--- config.mk ---
export PLATFORM = sky130hd
export DESIGN_NAME = deser160_phase_ctrl
export DESIGN_NICKNAME = d
export VERILOG_FILES = /design/src/rtl/deser160_pkg.sv /design/src/rtl/deser160_run_tracker.sv /design/src/rtl/deser160_phase_ctrl.sv
export SDC_FILE = /design/constraint.sdc
export NUM_CORES = 1
export LEC_CHECK = 0
export BUFFER_PORTS_ARGS = -buffer_cell sky130_fd_sc_hd__buf_2
export CORE_ASPECT_RATIO = 0.6
export CORE_UTILIZATION = 50
export CTS_CLUSTER_SIZE = 14
export DETAILED_ROUTE_END_ITERATION = 8
export PLACE_DENSITY = 0.7
export SETUP_SLACK_MARGIN = 0.05
export SYNTH_ARGS = -nofsm -noshare
export SYNTH_HDL_FRONTEND = slang
export SYNTH_HIERARCHICAL = 1
export SYNTH_SLANG_ARGS = --single-unit
--- constraint.sdc ---
create_clock -name clk -period 3.43 [get_ports clk]
set_input_delay 0.1715 -clock clk [delete_from_list [all_inputs] [get_ports clk]]
set_output_delay 0.1715 -clock clk [all_outputs]
set_load 0.01 [all_outputs]
--- src/rtl/deser160_pkg.sv ---
// Shared types and widths for the deser160 phase-scan calibration block.
package deser160_pkg;

    localparam int unsigned CNT_W   = 16;
    localparam int unsigned PHASE_W = 8;
    localparam int unsigned TMR_W   = 8;
    localparam int unsigned WORD_W  = 4;

    typedef enum logic [2:0] {
        ST_IDLE,
        ST_STEP,
        ST_WAITPS,
        ST_SETTLE,
        ST_MEASURE,
        ST_EVAL,
        ST_RETURN,
        ST_DONE
    } state_t;

endpackage

--- src/rtl/deser160_run_tracker.sv ---
// Longest run of good phase steps; the earliest run wins a tie and the last
// scanned step acts as the closing boundary of a run still open there.
module deser160_run_tracker
    import deser160_pkg::*;
(
    input  logic               clk,
    input  logic               reset,
    input  logic               clear,
    input  logic               eval,
    input  logic               good,
    input  logic               last,
    input  logic [PHASE_W-1:0] idx,
    output logic               valid,
    output logic [PHASE_W-1:0] target_c
);

    logic               in_run;
    logic [PHASE_W-1:0] cur_start;
    logic [PHASE_W-1:0] best_start;
    logic [PHASE_W-1:0] best_len;
    logic [PHASE_W-1:0] run_start_c;
    logic [PHASE_W-1:0] close_len_c;
    logic               close_c;

    // A run ends either on the first bad step or at the last scanned step.
    always_comb begin
        run_start_c = in_run ? cur_start : idx;
        close_c     = (in_run && !good) || (good && last);
        close_len_c = idx - run_start_c;
        target_c    = best_start + (best_len >> 1);
    end

    always_ff @(posedge clk or posedge reset) begin
        if (reset) begin
            in_run     <= 1'b0;
            cur_start  <= '0;
            best_start <= '0;
            best_len   <= '0;
            valid      <= 1'b0;
        end else if (clear) begin
            in_run     <= 1'b0;
            cur_start  <= '0;
            best_start <= '0;
            best_len   <= '0;
            valid      <= 1'b0;
        end else if (eval) begin
            if (good && !in_run) begin
                cur_start <= idx;
            end
            in_run <= good && !last;
            if (close_c && (!valid || (close_len_c > best_len))) begin
                best_start <= run_start_c;
                best_len   <= close_len_c;
                valid      <= 1'b1;
            end
        end
    end

endmodule

--- src/rtl/deser160_phase_ctrl.sv ---
// Phase-scan calibration for the 160 MHz deserialiser: steps the clock phase,
// measures word stability at each step and returns to the centre of the best run.
module deser160_phase_ctrl
    import deser160_pkg::*;
#(
    parameter int unsigned NSTEPS     = 32,
    parameter int unsigned MEAS_LEN   = 256,
    parameter int unsigned SETTLE     = 16,
    parameter int unsigned PS_TIMEOUT = 255
) (
    input  logic               clk,
    input  logic               reset,
    input  logic               start,
    input  logic [WORD_W-1:0]  data,
    input  logic               psdone,
    output logic               sync,
    output logic               psen,
    output logic               psincdec,
    output logic               busy,
    output logic               locked,
    output logic               fail,
    output logic [PHASE_W-1:0] phase
);

    localparam logic [PHASE_W-1:0] LAST_IDX    = PHASE_W'(NSTEPS - 1);
    localparam logic [CNT_W-1:0]   MEAS_LAST   = CNT_W'(MEAS_LEN - 1);
    localparam logic [CNT_W-1:0]   SETTLE_LAST = CNT_W'(SETTLE - 1);
    localparam logic [TMR_W-1:0]   TMO         = TMR_W'(PS_TIMEOUT);

    state_t             state;
    logic               sync_prev;
    logic [WORD_W-1:0]  last_word;
    logic [CNT_W-1:0]   cnt;
    logic [TMR_W-1:0]   tmr;
    logic [PHASE_W-1:0] step_idx;
    logic               bad_seen;
    logic               step_good;
    logic               sample_c;
    logic               word_bad_c;
    logic               run_valid;
    logic [PHASE_W-1:0] target_c;

    assign sample_c   = sync_prev;
    assign word_bad_c = (data != last_word);

    // Free-running word strobe and sampled-word history, independent of the FSM.
    always_ff @(posedge clk or posedge reset) begin
        if (reset) begin
            sync      <= 1'b0;
            sync_prev <= 1'b0;
            last_word <= '0;
        end else begin
            sync      <= ~sync;
            sync_prev <= sync;
            if (sample_c) begin
                last_word <= data;
            end
        end
    end

    deser160_run_tracker u_tracker (
        .clk      (clk),
        .reset    (reset),
        .clear    ((state == ST_IDLE) && start),
        .eval     (state == ST_EVAL),
        .good     (step_good),
        .last     (step_idx == LAST_IDX),
        .idx      (step_idx),
        .valid    (run_valid),
        .target_c (target_c)
    );

    always_ff @(posedge clk or posedge reset) begin
        if (reset) begin
            state     <= ST_IDLE;
            psen      <= 1'b0;
            psincdec  <= 1'b0;
            busy      <= 1'b0;
            locked    <= 1'b0;
            fail      <= 1'b0;
            phase     <= '0;
            cnt       <= '0;
            tmr       <= '0;
            step_idx  <= '0;
            bad_seen  <= 1'b0;
            step_good <= 1'b0;
        end else begin
            psen <= 1'b0;
            case (state)
                ST_IDLE: begin
                    if (start) begin
                        locked   <= 1'b0;
                        fail     <= 1'b0;
                        busy     <= 1'b1;
                        step_idx <= '0;
                        cnt      <= '0;
                        psincdec <= 1'b1;
                        state    <= ST_SETTLE;
                    end
                end
                ST_SETTLE: begin
                    if (cnt == SETTLE_LAST) begin
                        cnt      <= '0;
                        bad_seen <= 1'b0;
                        state    <= ST_MEASURE;
                    end else begin
                        cnt <= cnt + 1'b1;
                    end
                end
                ST_MEASURE: begin
                    if (sample_c) begin
                        if (cnt == MEAS_LAST) begin
                            step_good <= !(bad_seen || word_bad_c);
                            state     <= ST_EVAL;
                        end else begin
                            cnt      <= cnt + 1'b1;
                            bad_seen <= bad_seen || word_bad_c;
                        end
                    end
                end
                ST_EVAL: begin
                    if (step_idx != LAST_IDX) begin
                        step_idx <= step_idx + 1'b1;
                        psincdec <= 1'b1;
                        state    <= ST_STEP;
                    end else begin
                        psincdec <= 1'b0;
                        state    <= ST_RETURN;
                    end
                end
                ST_STEP: begin
                    psen  <= 1'b1;
                    tmr   <= TMR_W'(1);
                    state <= ST_WAITPS;
                end
                // psdone wins over a timeout landing on the same cycle.
                ST_WAITPS: begin
                    if (psdone) begin
                        phase <= psincdec ? phase + 1'b1 : phase - 1'b1;
                        cnt   <= '0;
                        state <= psincdec ? ST_SETTLE : ST_RETURN;
                    end else if (tmr == TMO) begin
                        fail  <= 1'b1;
                        busy  <= 1'b0;
                        state <= ST_DONE;
                    end else begin
                        tmr <= tmr + 1'b1;
                    end
                end
                ST_RETURN: begin
                    if (phase == target_c) begin
                        locked <= run_valid;
                        fail   <= !run_valid;
                        busy   <= 1'b0;
                        state  <= ST_DONE;
                    end else begin
                        state <= ST_STEP;
                    end
                end
                ST_DONE: begin
                    state <= ST_IDLE;
                end
                default: begin
                    state <= ST_IDLE;
                end
            endcase
        end
    end

endmodule
==> metrics.md <==
| Metric | Value |
|---|---|
| Clock transition at the registers of the reported paths | 0.06 ns |
| Critical path buffers and inverters | 2 |
| Fin. max-slew vios | 0 |
| Routed vias | 4496 |
| Pre-antenna DRT Iters | 5 |
| CTS tree | yes |
| Global router's overall resource usage | 0.2523 |
| Critical Path RT | 3.66 ns |
| Number of diodes | 0 |
| Clk pwr share | 0.166 |
| DIE WIDTH | 135.9 microns |
| Post-synth EDFFs | 0 |
| Sequential-to-total area share from yosys stat | 0.3818 |
| Post-route setup slack | -0.08138 ns |
| Final ANT Viol Nets | 0 |
| NumNets Final | 672 |
| Slowest-stage cell, CP | dfrtp_2 |
| Crit path launch type | register |
| Sw Share | 0.4133 |
| Final hold vios | 0 |
| Failing checks | negative setup slack |
| Async SR Flop Fraction | 1.000 |
| First-pass GRT wire length | 21600 microns |
| Status | complete, but fails checks |
| Synth Area in Adders | 0.08333 |
| Ys flop type | dfrtp_1 |
| Mapped Cells | 563 |
| Netlist cell types | 77 |
| Crit share post-route | 1.024 |
| Setup-failing EPs final | 7 |
| CP Cell Sequence | o21ai_2, ha_2, inv_2, fa_2, a211o_1, a2111oi_2, nand3b_1, ha_4, nand4_1, a21oi_2, buf_4, o31a_1, mux2_2 |
| Post-place setup slack | -0.2549 ns |
| Min Tclk post-route | 3.511 ns |
| WL final | 13160 microns |
| Congestion Overflow GR | 0 |
| Worst hold slack | 0.08271 ns |
| Met1 Wirelength | 6759 microns |
| Starting Density | 0.5291 |
| Die height | 82.32 microns |
| Vias in the first global route | 4348 |
| WS Path Type | register to register |
| Die area | 0.01118 sq mm |
| Area of the core | 0.01016 sq mm |
| Peak supply drop | 0.0005841 V |
| Root buffer cell | clkbuf_16 |
| Top delay family on crit path | compound AO/OA/AOI/OAI gates |
| Rows | 28 |
| I/O pin total | 22 |
| Synthesized area per cell | 9.547 sq um |
| # fillers | 813 |
| Clock buffer depth | 2 |
| Max_cap viols | 0 |
| Crit-path max cell delay | 0.48 ns |
| Reg power frac | 0.241 |
| Routability congestion estimate | 0.8616 |
| Cell area after synthesis | 0.005375 sq mm |
| DR iter-0 viols | 299 |
| Maximum net fanout on the critical path | 6 |
| Yosys warns | 6 |
| Port buffer count | 21 |
| Met2 WL post-DR | 5605 microns |
| Synth Area in XOR/XNOR | 0.07169 |
| Largest net degree at the start of global routing | 34 |
| Pwr/cell area | 926.5 mW/mm^2 |
| RSZ-0062 raised after global routing | yes |
| Slew @ Worst Pin | 1.098 ns |
| Worst clock skew | 0.006729 ns |
| Post-DP HPWL | 9514 microns |
| Clock latency on the worst-skew pair | 0.34 ns |
| CP endpoint kind | register |
| Sw Pwr | 0.002495 W |
| F_max | 284.8 MHz |
| Relative slew slack | 0.2672 |
| Pleak | 3.051 nW |
| Number of remaining DRC errors | 0 |
| Compound-Gate Fraction of Synth Area | 0.1429 |
| Cts bufs inserted | 9 |
| Routed met3 length | 632 microns |
| Post-synthesis mux area share | 0.07751 |
| WL per Instance | 17.11 microns |
| Synthesized flop and latch total | 82 |
| Clock sinks | 82 |
| H-tree Lvls | 3 |
| Syn_nets | 605 |
| Hold WC Path Type | input pin to register |
| Max layer used | met4 |
| Power Internal | 0.003541 W |
| Post-synthesis simple-gate area fraction | 0.2030 |
| Share of layout cells above drive strength 1 | 0.2319 |
| Layout Area Growth over Synthesis | 21.21% |
| Data arrival, critical path | 3.74 ns |
| DR vias/cell | 5.847 |
| Initial antenna violation count | 0 |
| Largest family of logic cells by synthesized area | simple AND/OR/NAND/NOR gates |
| Combinational fraction of design power | 0.593 |
## cell usage in the layout (no fill, tap or decap), drive strengths merged, types with 5 or more instances in the layout
| master | Yosys | routed |
|---|---|---|
| nand4 | 13 | 13 |
| nor3b | 5 | 5 |
| mux2i | 24 | 24 |
| ha | 31 | 31 |
| a211oi | 6 | 6 |
| nand2 | 41 | 41 |
| xnor2 | 21 | 21 |
| inv | 34 | 34 |
| o21ai | 20 | 20 |
| nor3 | 9 | 9 |
| nand3 | 18 | 18 |
| nor2b | 14 | 14 |
| buf | 10 | 70 |
| o21bai | 6 | 6 |
| nor4 | 9 | 9 |
| mux2 | 15 | 15 |
| a21oi | 26 | 26 |
| xor2 | 23 | 23 |
| and3 | 6 | 6 |
| nand3b | 5 | 5 |
| nor2 | 63 | 63 |
| clkbuf | 5 | 12 |
| o211ai | 10 | 10 |
| dfrtp | 82 | 82 |
## flip-flops by register name, summed over array words and instances (netlist names), 3 cells and up
name	cells
cnt	16
last_word	4
phase	8
state	3
step_idx	8
tmr	8
u_tracker/best_len	8
u_tracker/best_start	8
u_tracker/cur_start	8
## layout make-up
type / count / area (sq um) / area share
Clock buffer: 12 / 236.5 / 0.03630
Clock inverter: 3 / 65.06 / 0.009987
Inverter: 34 / 127.6 / 0.01959
Multi-Input combinational cell: 432 / 3354 / 0.5149
Sequential cell: 82 / 2053 / 0.3152
Tap cell: 135 / 168.9 / 0.02593
Timing Repair Buffer: 71 / 509.2 / 0.07816
## kinds of logic after synthesis
group / count (synthesis)
multiplexers: 39
adder cells (fa/ha/maj): 34
AND/OR/NAND/NOR: 207
AO/OA/AOI/OAI: 108
XOR/XNOR: 44
flip-flops: 82
buffers and inverters: 49
## layer usage
layer / up-vias / track usage
met2: 122 / 0.3857
met1: 2192 / 0.3695
li1: 2163 / -
met4: 0 / 0.06222
met3: 19 / 0.04579
met5: - / 0
## worst paths after layout
kind	from	to	slack, ns	cells past startpoint
max	u_tracker/in_run$_DFFE_PP0P_	u_tracker/best_len[0]$_DFFE_PP0P_	-0.08	13
min	data[0]	last_word[0]$_DFFE_PP0P_	0.08	2
max reg2reg	u_tracker/in_run$_DFFE_PP0P_	u_tracker/best_len[0]$_DFFE_PP0P_	-0.08	13
min reg2reg	sync$_DFF_PP0_	sample_c$_DFF_PP0_	0.40	0
max in group asynchronous	reset	u_tracker/in_run$_DFFE_PP0P_	2.01	3
min in group asynchronous	reset	phase[0]$_DFFE_PP0P_	0.51	3
## power by group through the flow
| stage | Clock, W | Sequential, W | Combinational [W] |
|---|---|---|---|
| 6_report | 0.00100 | 0.00145 | 0.00358 |
| 5_1_grt | 0.00106 | 0.00149 | 0.00393 |
| 4_1_cts | 0.00102 | 0.00142 | 0.00321 |
| 3_5_place_dp | 0 | 0.00143 | 0.00281 |
| 3_3_place_gp | 0 | 0.00142 | 0.00273 |
| 2_1_floorplan | 0 | 0.00135 | 0.00194 |
## cell usage after synthesis (all sizes together), types with 4 or more instances
cell type,n,area share
a211oi,6,0.0084
a21oi,26,0.027
and3,6,0.0070
and4,4,0.0065
buf,10,0.013
clkbuf,5,0.0035
dfrtp,82,0.38
ha,31,0.072
inv,34,0.024
mux2,15,0.033
mux2i,24,0.045
nand2,41,0.029
nand2b,4,0.0047
nand3,18,0.017
nand3b,5,0.0070
nand4,13,0.015
nor2,63,0.044
nor2b,14,0.018
nor3,9,0.0093
nor3b,5,0.0079
nor4,9,0.010
o211ai,10,0.015
o21ai,20,0.019
o21bai,6,0.0084
xnor2,21,0.034
xor2,23,0.037
## stage by stage
step           utilization  power [W]  instances  TNS (ns)  area [sq um]
5_1_grt             0.6413   0.006474        769    -1.621          6515
6_report            0.6413   0.006036        769   -0.1684          6515
3_5_place_dp        0.5757   0.004243        738    -3.264          5849
4_1_cts             0.6248   0.005659        767   -0.2062          6347
3_3_place_gp        0.5757   0.004147        738   -0.1392          5849
2_1_floorplan            -   0.003292        563         0          5400
## repair_timing
action / CTS / global route
cloned: 1 / 0
endpoints found under the hold margin: 17 / 0
pin swaps: 13 / 17
gates resized for setup: 21 / 33
setup buffers: 12 / 4
hold buffers: 1 / 0
endpoints found under the setup margin: 16 / 18
Note: power is estimated with default switching activity, not from simulation.
